--- src/rtl/mac_pkg.sv ---
`default_nettype none
// +----------------------------------------------------------------------+
// | Module   : mac_pkg                                                   |
// | Brief    : Shared types and default widths for the MAC sequencer     |
// | Revision : 1.0 - initial release                                     |
// +----------------------------------------------------------------------+
package mac_pkg;

    localparam int c_dw   = 4;
    localparam int c_aw   = 2 * c_dw;
    localparam int c_lenw = 4;

    typedef enum logic [1:0] {
        IDLE  = 2'd0,
        RUN   = 2'd1,
        DRAIN = 2'd2,
        DONE  = 2'd3
    } state_t;

endpackage
`default_nettype wire

--- src/rtl/mac_sequencer_if.sv ---
`default_nettype none
// +----------------------------------------------------------------------+
// | Module   : mac_sequencer_if                                          |
// | Brief    : Job control, operand stream and result port bundle        |
// | Revision : 1.0 - initial release                                     |
// +----------------------------------------------------------------------+
interface mac_sequencer_if
    import mac_pkg::*;
#(
    parameter int DW   = c_dw,
    parameter int AW   = c_aw,
    parameter int LENW = c_lenw
) ();

    logic            start;
    logic [LENW-1:0] len;
    logic            busy;
    logic            a_valid;
    logic            a_ready;
    logic [DW-1:0]   a;
    logic [DW-1:0]   b;
    logic            res_valid;
    logic            res_ready;
    logic [AW-1:0]   res;
    logic            res_ovf;

    modport master (
        output start, len, a_valid, a, b, res_ready,
        input  busy, a_ready, res_valid, res, res_ovf
    );

    modport slave (
        input  start, len, a_valid, a, b, res_ready,
        output busy, a_ready, res_valid, res, res_ovf
    );

endinterface
`default_nettype wire

--- src/rtl/mac_datapath.sv ---
`default_nettype none
// +----------------------------------------------------------------------+
// | Module   : mac_datapath                                              |
// | Brief    : Registered operand stage feeding a multiply-accumulate    |
// | Revision : 1.0 - initial release                                     |
// +----------------------------------------------------------------------+
module mac_datapath
    import mac_pkg::*;
#(
    parameter int DW = c_dw,
    parameter int AW = c_aw
) (
    input  wire logic          clk,
    input  wire logic          rst_n,
    input  wire logic          clear,
    input  wire logic          in_valid,
    input  wire logic [DW-1:0] in_a,
    input  wire logic [DW-1:0] in_b,
    output logic               s1_valid,
    output logic [AW-1:0]      acc,
    output logic               ovf
);

    logic [DW-1:0]   r_a;
    logic [DW-1:0]   r_b;
    logic            r_valid;
    logic [AW-1:0]   r_acc;
    logic            r_ovf;
    logic [2*DW-1:0] w_prod;
    logic [AW:0]     w_sum;

    assign w_prod = {{DW{1'b0}}, r_a} * {{DW{1'b0}}, r_b};
    // Extra top bit of the sum is the carry that feeds the sticky overflow.
    assign w_sum  = {1'b0, r_acc} + (AW+1)'(w_prod);

    always_ff @(posedge clk or negedge rst_n) begin
        if (!rst_n) begin
            r_a     <= '0;
            r_b     <= '0;
            r_valid <= 1'b0;
        end else begin
            r_valid <= in_valid;
            if (in_valid) begin
                r_a <= in_a;
                r_b <= in_b;
            end
        end
    end

    always_ff @(posedge clk or negedge rst_n) begin
        if (!rst_n) begin
            r_acc <= '0;
            r_ovf <= 1'b0;
        end else if (clear) begin
            r_acc <= '0;
            r_ovf <= 1'b0;
        end else if (r_valid) begin
            r_acc <= w_sum[AW-1:0];
            r_ovf <= r_ovf | w_sum[AW];
        end
    end

    assign s1_valid = r_valid;
    assign acc      = r_acc;
    assign ovf      = r_ovf;

endmodule
`default_nettype wire

--- src/rtl/mac_sequencer.sv ---
`default_nettype none
// +----------------------------------------------------------------------+
// | Module   : mac_sequencer                                             |
// | Brief    : Framed dot-product job controller around mac_datapath     |
// | Revision : 1.0 - initial release                                     |
// +----------------------------------------------------------------------+
module mac_sequencer
    import mac_pkg::*;
#(
    parameter int DW   = c_dw,
    parameter int AW   = c_aw,
    parameter int LENW = c_lenw
) (
    input  wire logic      clk,
    input  wire logic      rst_n,
    mac_sequencer_if.slave bus
);

    state_t          r_state;
    logic [LENW-1:0] r_len;
    logic [LENW-1:0] r_issued;
    logic            w_accept;
    logic            w_clear;
    logic            w_s1_valid;
    logic [AW-1:0]   w_acc;
    logic            w_ovf;

    assign bus.a_ready = (r_state == RUN) && (r_issued < r_len);
    assign w_accept    = bus.a_valid && bus.a_ready;
    assign w_clear     = (r_state == IDLE) && bus.start;

    always_ff @(posedge clk or negedge rst_n) begin
        if (!rst_n) begin
            r_state  <= IDLE;
            r_len    <= '0;
            r_issued <= '0;
        end else begin
            case (r_state)
                IDLE: begin
                    if (bus.start) begin
                        r_len    <= bus.len;
                        r_issued <= '0;
                        r_state  <= (bus.len == '0) ? DONE : RUN;
                    end
                end
                RUN: begin
                    if (w_accept) begin
                        r_issued <= r_issued + LENW'(1);
                        if (r_issued + LENW'(1) == r_len) begin
                            r_state <= DRAIN;
                        end
                    end
                end
                // Final pair is in stage 1 on entry; once it has accumulated the sum is final.
                DRAIN: begin
                    if (!w_s1_valid) begin
                        r_state <= DONE;
                    end
                end
                DONE: begin
                    if (bus.res_ready) begin
                        r_state <= IDLE;
                    end
                end
                default: r_state <= IDLE;
            endcase
        end
    end

    mac_datapath #(
        .DW (DW),
        .AW (AW)
    ) u_datapath (
        .clk      (clk),
        .rst_n    (rst_n),
        .clear    (w_clear),
        .in_valid (w_accept),
        .in_a     (bus.a),
        .in_b     (bus.b),
        .s1_valid (w_s1_valid),
        .acc      (w_acc),
        .ovf      (w_ovf)
    );

    assign bus.busy      = (r_state != IDLE);
    assign bus.res_valid = (r_state == DONE);
    assign bus.res       = w_acc;
    assign bus.res_ovf   = w_ovf;

endmodule
`default_nettype wire
--- src/flat_wrapper.sv ---
// flat-port wrapper written by rule: the top's interface ports become plain ports
module mac_sequencer_flat import mac_pkg::*;
#(
    parameter int DW   = c_dw,
    parameter int AW   = c_aw,
    parameter int LENW = c_lenw
)
  (clk, rst_n, bus_start, bus_len, bus_a_valid, bus_a, bus_b, bus_res_ready, bus_busy, bus_a_ready, bus_res_valid, bus_res, bus_res_ovf);
  mac_sequencer_if #(.DW(DW), .AW(AW), .LENW(LENW)) bus_i ();
  input  wire logic clk;
  input  wire logic rst_n;
  input wire logic [$bits(bus_i.start)-1:0] bus_start;
  input wire logic [$bits(bus_i.len)-1:0] bus_len;
  input wire logic [$bits(bus_i.a_valid)-1:0] bus_a_valid;
  input wire logic [$bits(bus_i.a)-1:0] bus_a;
  input wire logic [$bits(bus_i.b)-1:0] bus_b;
  input wire logic [$bits(bus_i.res_ready)-1:0] bus_res_ready;
  output wire logic [$bits(bus_i.busy)-1:0] bus_busy;
  output wire logic [$bits(bus_i.a_ready)-1:0] bus_a_ready;
  output wire logic [$bits(bus_i.res_valid)-1:0] bus_res_valid;
  output wire logic [$bits(bus_i.res)-1:0] bus_res;
  output wire logic [$bits(bus_i.res_ovf)-1:0] bus_res_ovf;
  assign bus_i.start = bus_start;
  assign bus_i.len = bus_len;
  assign bus_i.a_valid = bus_a_valid;
  assign bus_i.a = bus_a;
  assign bus_i.b = bus_b;
  assign bus_i.res_ready = bus_res_ready;
  assign bus_busy = bus_i.busy;
  assign bus_a_ready = bus_i.a_ready;
  assign bus_res_valid = bus_i.res_valid;
  assign bus_res = bus_i.res;
  assign bus_res_ovf = bus_i.res_ovf;
  mac_sequencer #(.DW(DW), .AW(AW), .LENW(LENW)) u_core (.clk(clk), .rst_n(rst_n), .bus(bus_i));
endmodule
--- config.mk ---
export PLATFORM = sky130hd
export DESIGN_NAME = mac_sequencer_flat
export DESIGN_NICKNAME = d
export VERILOG_FILES = /design/src/rtl/mac_pkg.sv /design/src/rtl/mac_sequencer_if.sv /design/src/rtl/mac_datapath.sv /design/src/rtl/mac_sequencer.sv /design/src/flat_wrapper.sv
export SDC_FILE = /design/constraint.sdc
export NUM_CORES = 1
export LEC_CHECK = 0
export ABC_AREA = 0
export BUFFER_PORTS_ARGS = -buffer_cell sky130_fd_sc_hd__buf_2
export CAP_MARGIN = 15
export CORE_ASPECT_RATIO = 1.5
export CORE_UTILIZATION = 39
export DETAILED_ROUTE_END_ITERATION = 6
export GPL_TIMING_DRIVEN = 1
export SYNTH_ARGS = -nofsm -noshare
export SYNTH_HDL_FRONTEND = slang
export SYNTH_HIERARCHICAL = 1
export SYNTH_SLANG_ARGS = --single-unit
--- constraint.sdc ---
create_clock -name clk -period 3.34 [get_ports clk]
set_input_delay 0.835 -clock clk [delete_from_list [all_inputs] [get_ports clk]]
set_output_delay 0.835 -clock clk [all_outputs]
set_load 0.02 [all_outputs]
==> run summary <==
Final setup viols: 0
Area Growth Syn to Fin: 12.0%
Crit-path cells: nand2_2 -> fa_1 -> fa_1 -> fa_1 -> inv_1 -> ha_4 -> nor2b_4 -> o21ai_2 -> a21oi_2 -> o21a_1 -> o31ai_2
Post-Layout Cell Count: 324
Ys async rst share: 100%
ANT nets after route: 0
IO Port Bufs: 28
Average wire per standard cell: 13.7 um
Clock Sinks: 28
Vias in the first global route: 1676
Share of cells above drive strength 1: 23.6%
Routability cong.: 0.798
All-layer global routing usage: 16.1%
Pre-antenna DRT Iters: 4
Die Y: 95.3 um
Syn. warnings: 6
WS Path Type: reg -> reg
Die Wd: 64.2 um
Final WL: 4430 um
Largest net degree at the start of global routing: 29
CP max-delay cell: fa_1
Min cycle time layout: 3.14 ns
TritonCTS clock tree: done
Most common cell after layout, fill and taps aside: inv_1
Final cycle utilization of the critical path: 93.9%
Routed vias: 1621
Yosys reg bits: 28
Setup TNS: 0 ns
Worst path bufs/invs: 1
Post-synth EDFFs: 0
Worst Max-Slew Pin Slew: 0.670 ns
H-tree lvl count: 1
HP Class: reg -> reg
Crit path top cell by count: fa_1
Commonest non-fill, non-tap cells in the layout: inv_1 (35), buf_2 (28), dfrtp_1 (28)
Cell family with most CP delay: adder cells
Critical-path maximum fanout: 5
Core Util, Final: 45.8%
I/O pin total: 29
Grt total ovfl: 0
WP data arrival: 3.33 ns
# placed instances: 320
Max-slew headroom: 55.3%
Post-synthesis cell count: 226
WP data required: 3.54 ns
Final Hold Viols: 0
Bufs on Longest Clock Path: 2
Initial Util: 40.9%
Fmax achieved: 319 MHz
Worst setup EP type: flop
Clock transition at path regs: 0.10 ns
Clock Skew: 0.00409 ns
Main synth FF type: dfrtp_1
Yosys top cell by area: dfrtp_1
Post-DR vias/cell: 5.00
Final slew viol count: 0
Max Cap Viol: 0
Count of hold-fix buffers inserted at cts: 0
Top cells by area, synth: dfrtp_1 (31%), ha_1 (14%), fa_1 (8.0%)
Yosys top cell area share: 31.0%
Post-Syn Area: 2260 um2
Worst Setup Start Kind: flop
Worst skew pair latency: 0.27 ns
Final #Nets: 307
Antenna Cells: 0
Syn Nets: 278
Slowest stage delay, CP: 0.56 ns
Avg Synthesized Cell Area: 10.0 um2
DRT iter0 DRCs: 75
Site Rows: 33
Seq/Total Area, Yosys: 31.0%
Die area: 6120 um2
CTS root buf: clkbuf_8
Outcome: completed
First-pass GRT wire length: 7620 um
Initial antenna violation count: 0
RSZ-0062 raised after global routing: false
DP HPWL: 3550 um
DRC: 0
Library cells used by synthesis: 51
CTS Buf Count: 3
Core Region: 5530 um2
==> Yosys cell counts, types with 2 or more instances <==
master	n
xnor2_1	6
dfrtp_1	28
a21o_1	2
nor2b_4	2
o21ai_2	3
mux2i_1	9
nor2_1	16
nand2_1	12
o21ai_0	5
xor2_1	2
ha_1	26
nand2b_1	3
fa_1	9
nor3b_1	2
mux2_2	9
nand3_1	3
and2_1	12
a21oi_1	3
a21oi_2	2
a211oi_1	2
inv_1	35
o22ai_1	4
buf_2	3
==> worst reg2reg max path: stages (launching register included) <==
cell	delay (ns)
dfrtp_1	0.43
nand2_2	0.08
fa_1	0.56
fa_1	0.44
fa_1	0.51
inv_1	0.06
ha_4	0.25
nor2b_4	0.12
o21ai_2	0.15
a21oi_2	0.08
o21a_1	0.18
o31ai_2	0.20
==> state kept, by name (all words and copies together) (netlist names) <==
register                    cells
u_core/r_issued                 4
u_core/r_len                    4
u_core/r_state                  2
u_core/u_datapath/acc           8
u_core/u_datapath/ovf           1
u_core/u_datapath/r_a           4
u_core/u_datapath/r_b           4
u_core/u_datapath/s1_valid      1
==> final timing paths <==
kind	end	slack, ns	depth (start not counted)	start
min in group asynchronous	u_core/u_datapath/acc[3]	0.58	1	rst_n
min reg2reg	u_core/r_len[0]	0.53	1	u_core/r_len[0]
max	u_core/u_datapath/acc[7]	0.20	11	u_core/u_datapath/r_b[3]
max reg2reg	u_core/u_datapath/acc[7]	0.20	11	u_core/u_datapath/r_b[3]
min	u_core/r_len[0]	0.53	1	u_core/r_len[0]
max in group asynchronous	u_core/r_issued[1]	2.33	1	rst_n
==> timing repair <==
item                                    in CTS  in global routing
endpoints found under the setup margin       0                  4
buffers inserted                             0                  0
resized for setup                            0                  3
==> layer usage <==
layer  track usage [%]  wire length (um)
met3              1.79                96
met5                 0                 0
met1              17.5              1800
met4              4.44                82
met2              32.3              2450
==> layout make-up <==
class	count	area [um2]
sequential	28	701
multi-input combinational	157	1410
inverter	36	138
clock buffer	4	55.1
fill	561	3000
tap	70	87.6
timing repair buffer	29	148
==> through the flow <==
| stage | hold WS, ns | area [um2] | setup WS [ns] |
|---|---|---|---|
| global placement | 0.514 | 2460 | 0.156 |
| detailed placement | 0.522 | 2460 | 0.0949 |
| finish | 0.531 | 2530 | 0.202 |
| global route | 0.567 | 2530 | 0.0168 |
| CTS | 0.543 | 2520 | 0.0759 |
| floorplan | 0.486 | 2260 | 0.252 |
==> kinds of logic (layout without fill, tap and decap cells) <==
group | after synthesis | in the layout | share of synthesized area [%]
fa+ha+maj | 35 | 35 | 22.3
xor+xnor | 8 | 8 | 3.10
buf+inv | 41 | 69 | 7.57
flops | 28 | 28 | 31.0
compound gates | 34 | 34 | 11.6
mux | 19 | 19 | 9.12
simple gates | 61 | 61 | 15.3
Power is not shown: default switching activity piles up to over one toggle a cycle in this logic, so the estimate is an artifact.
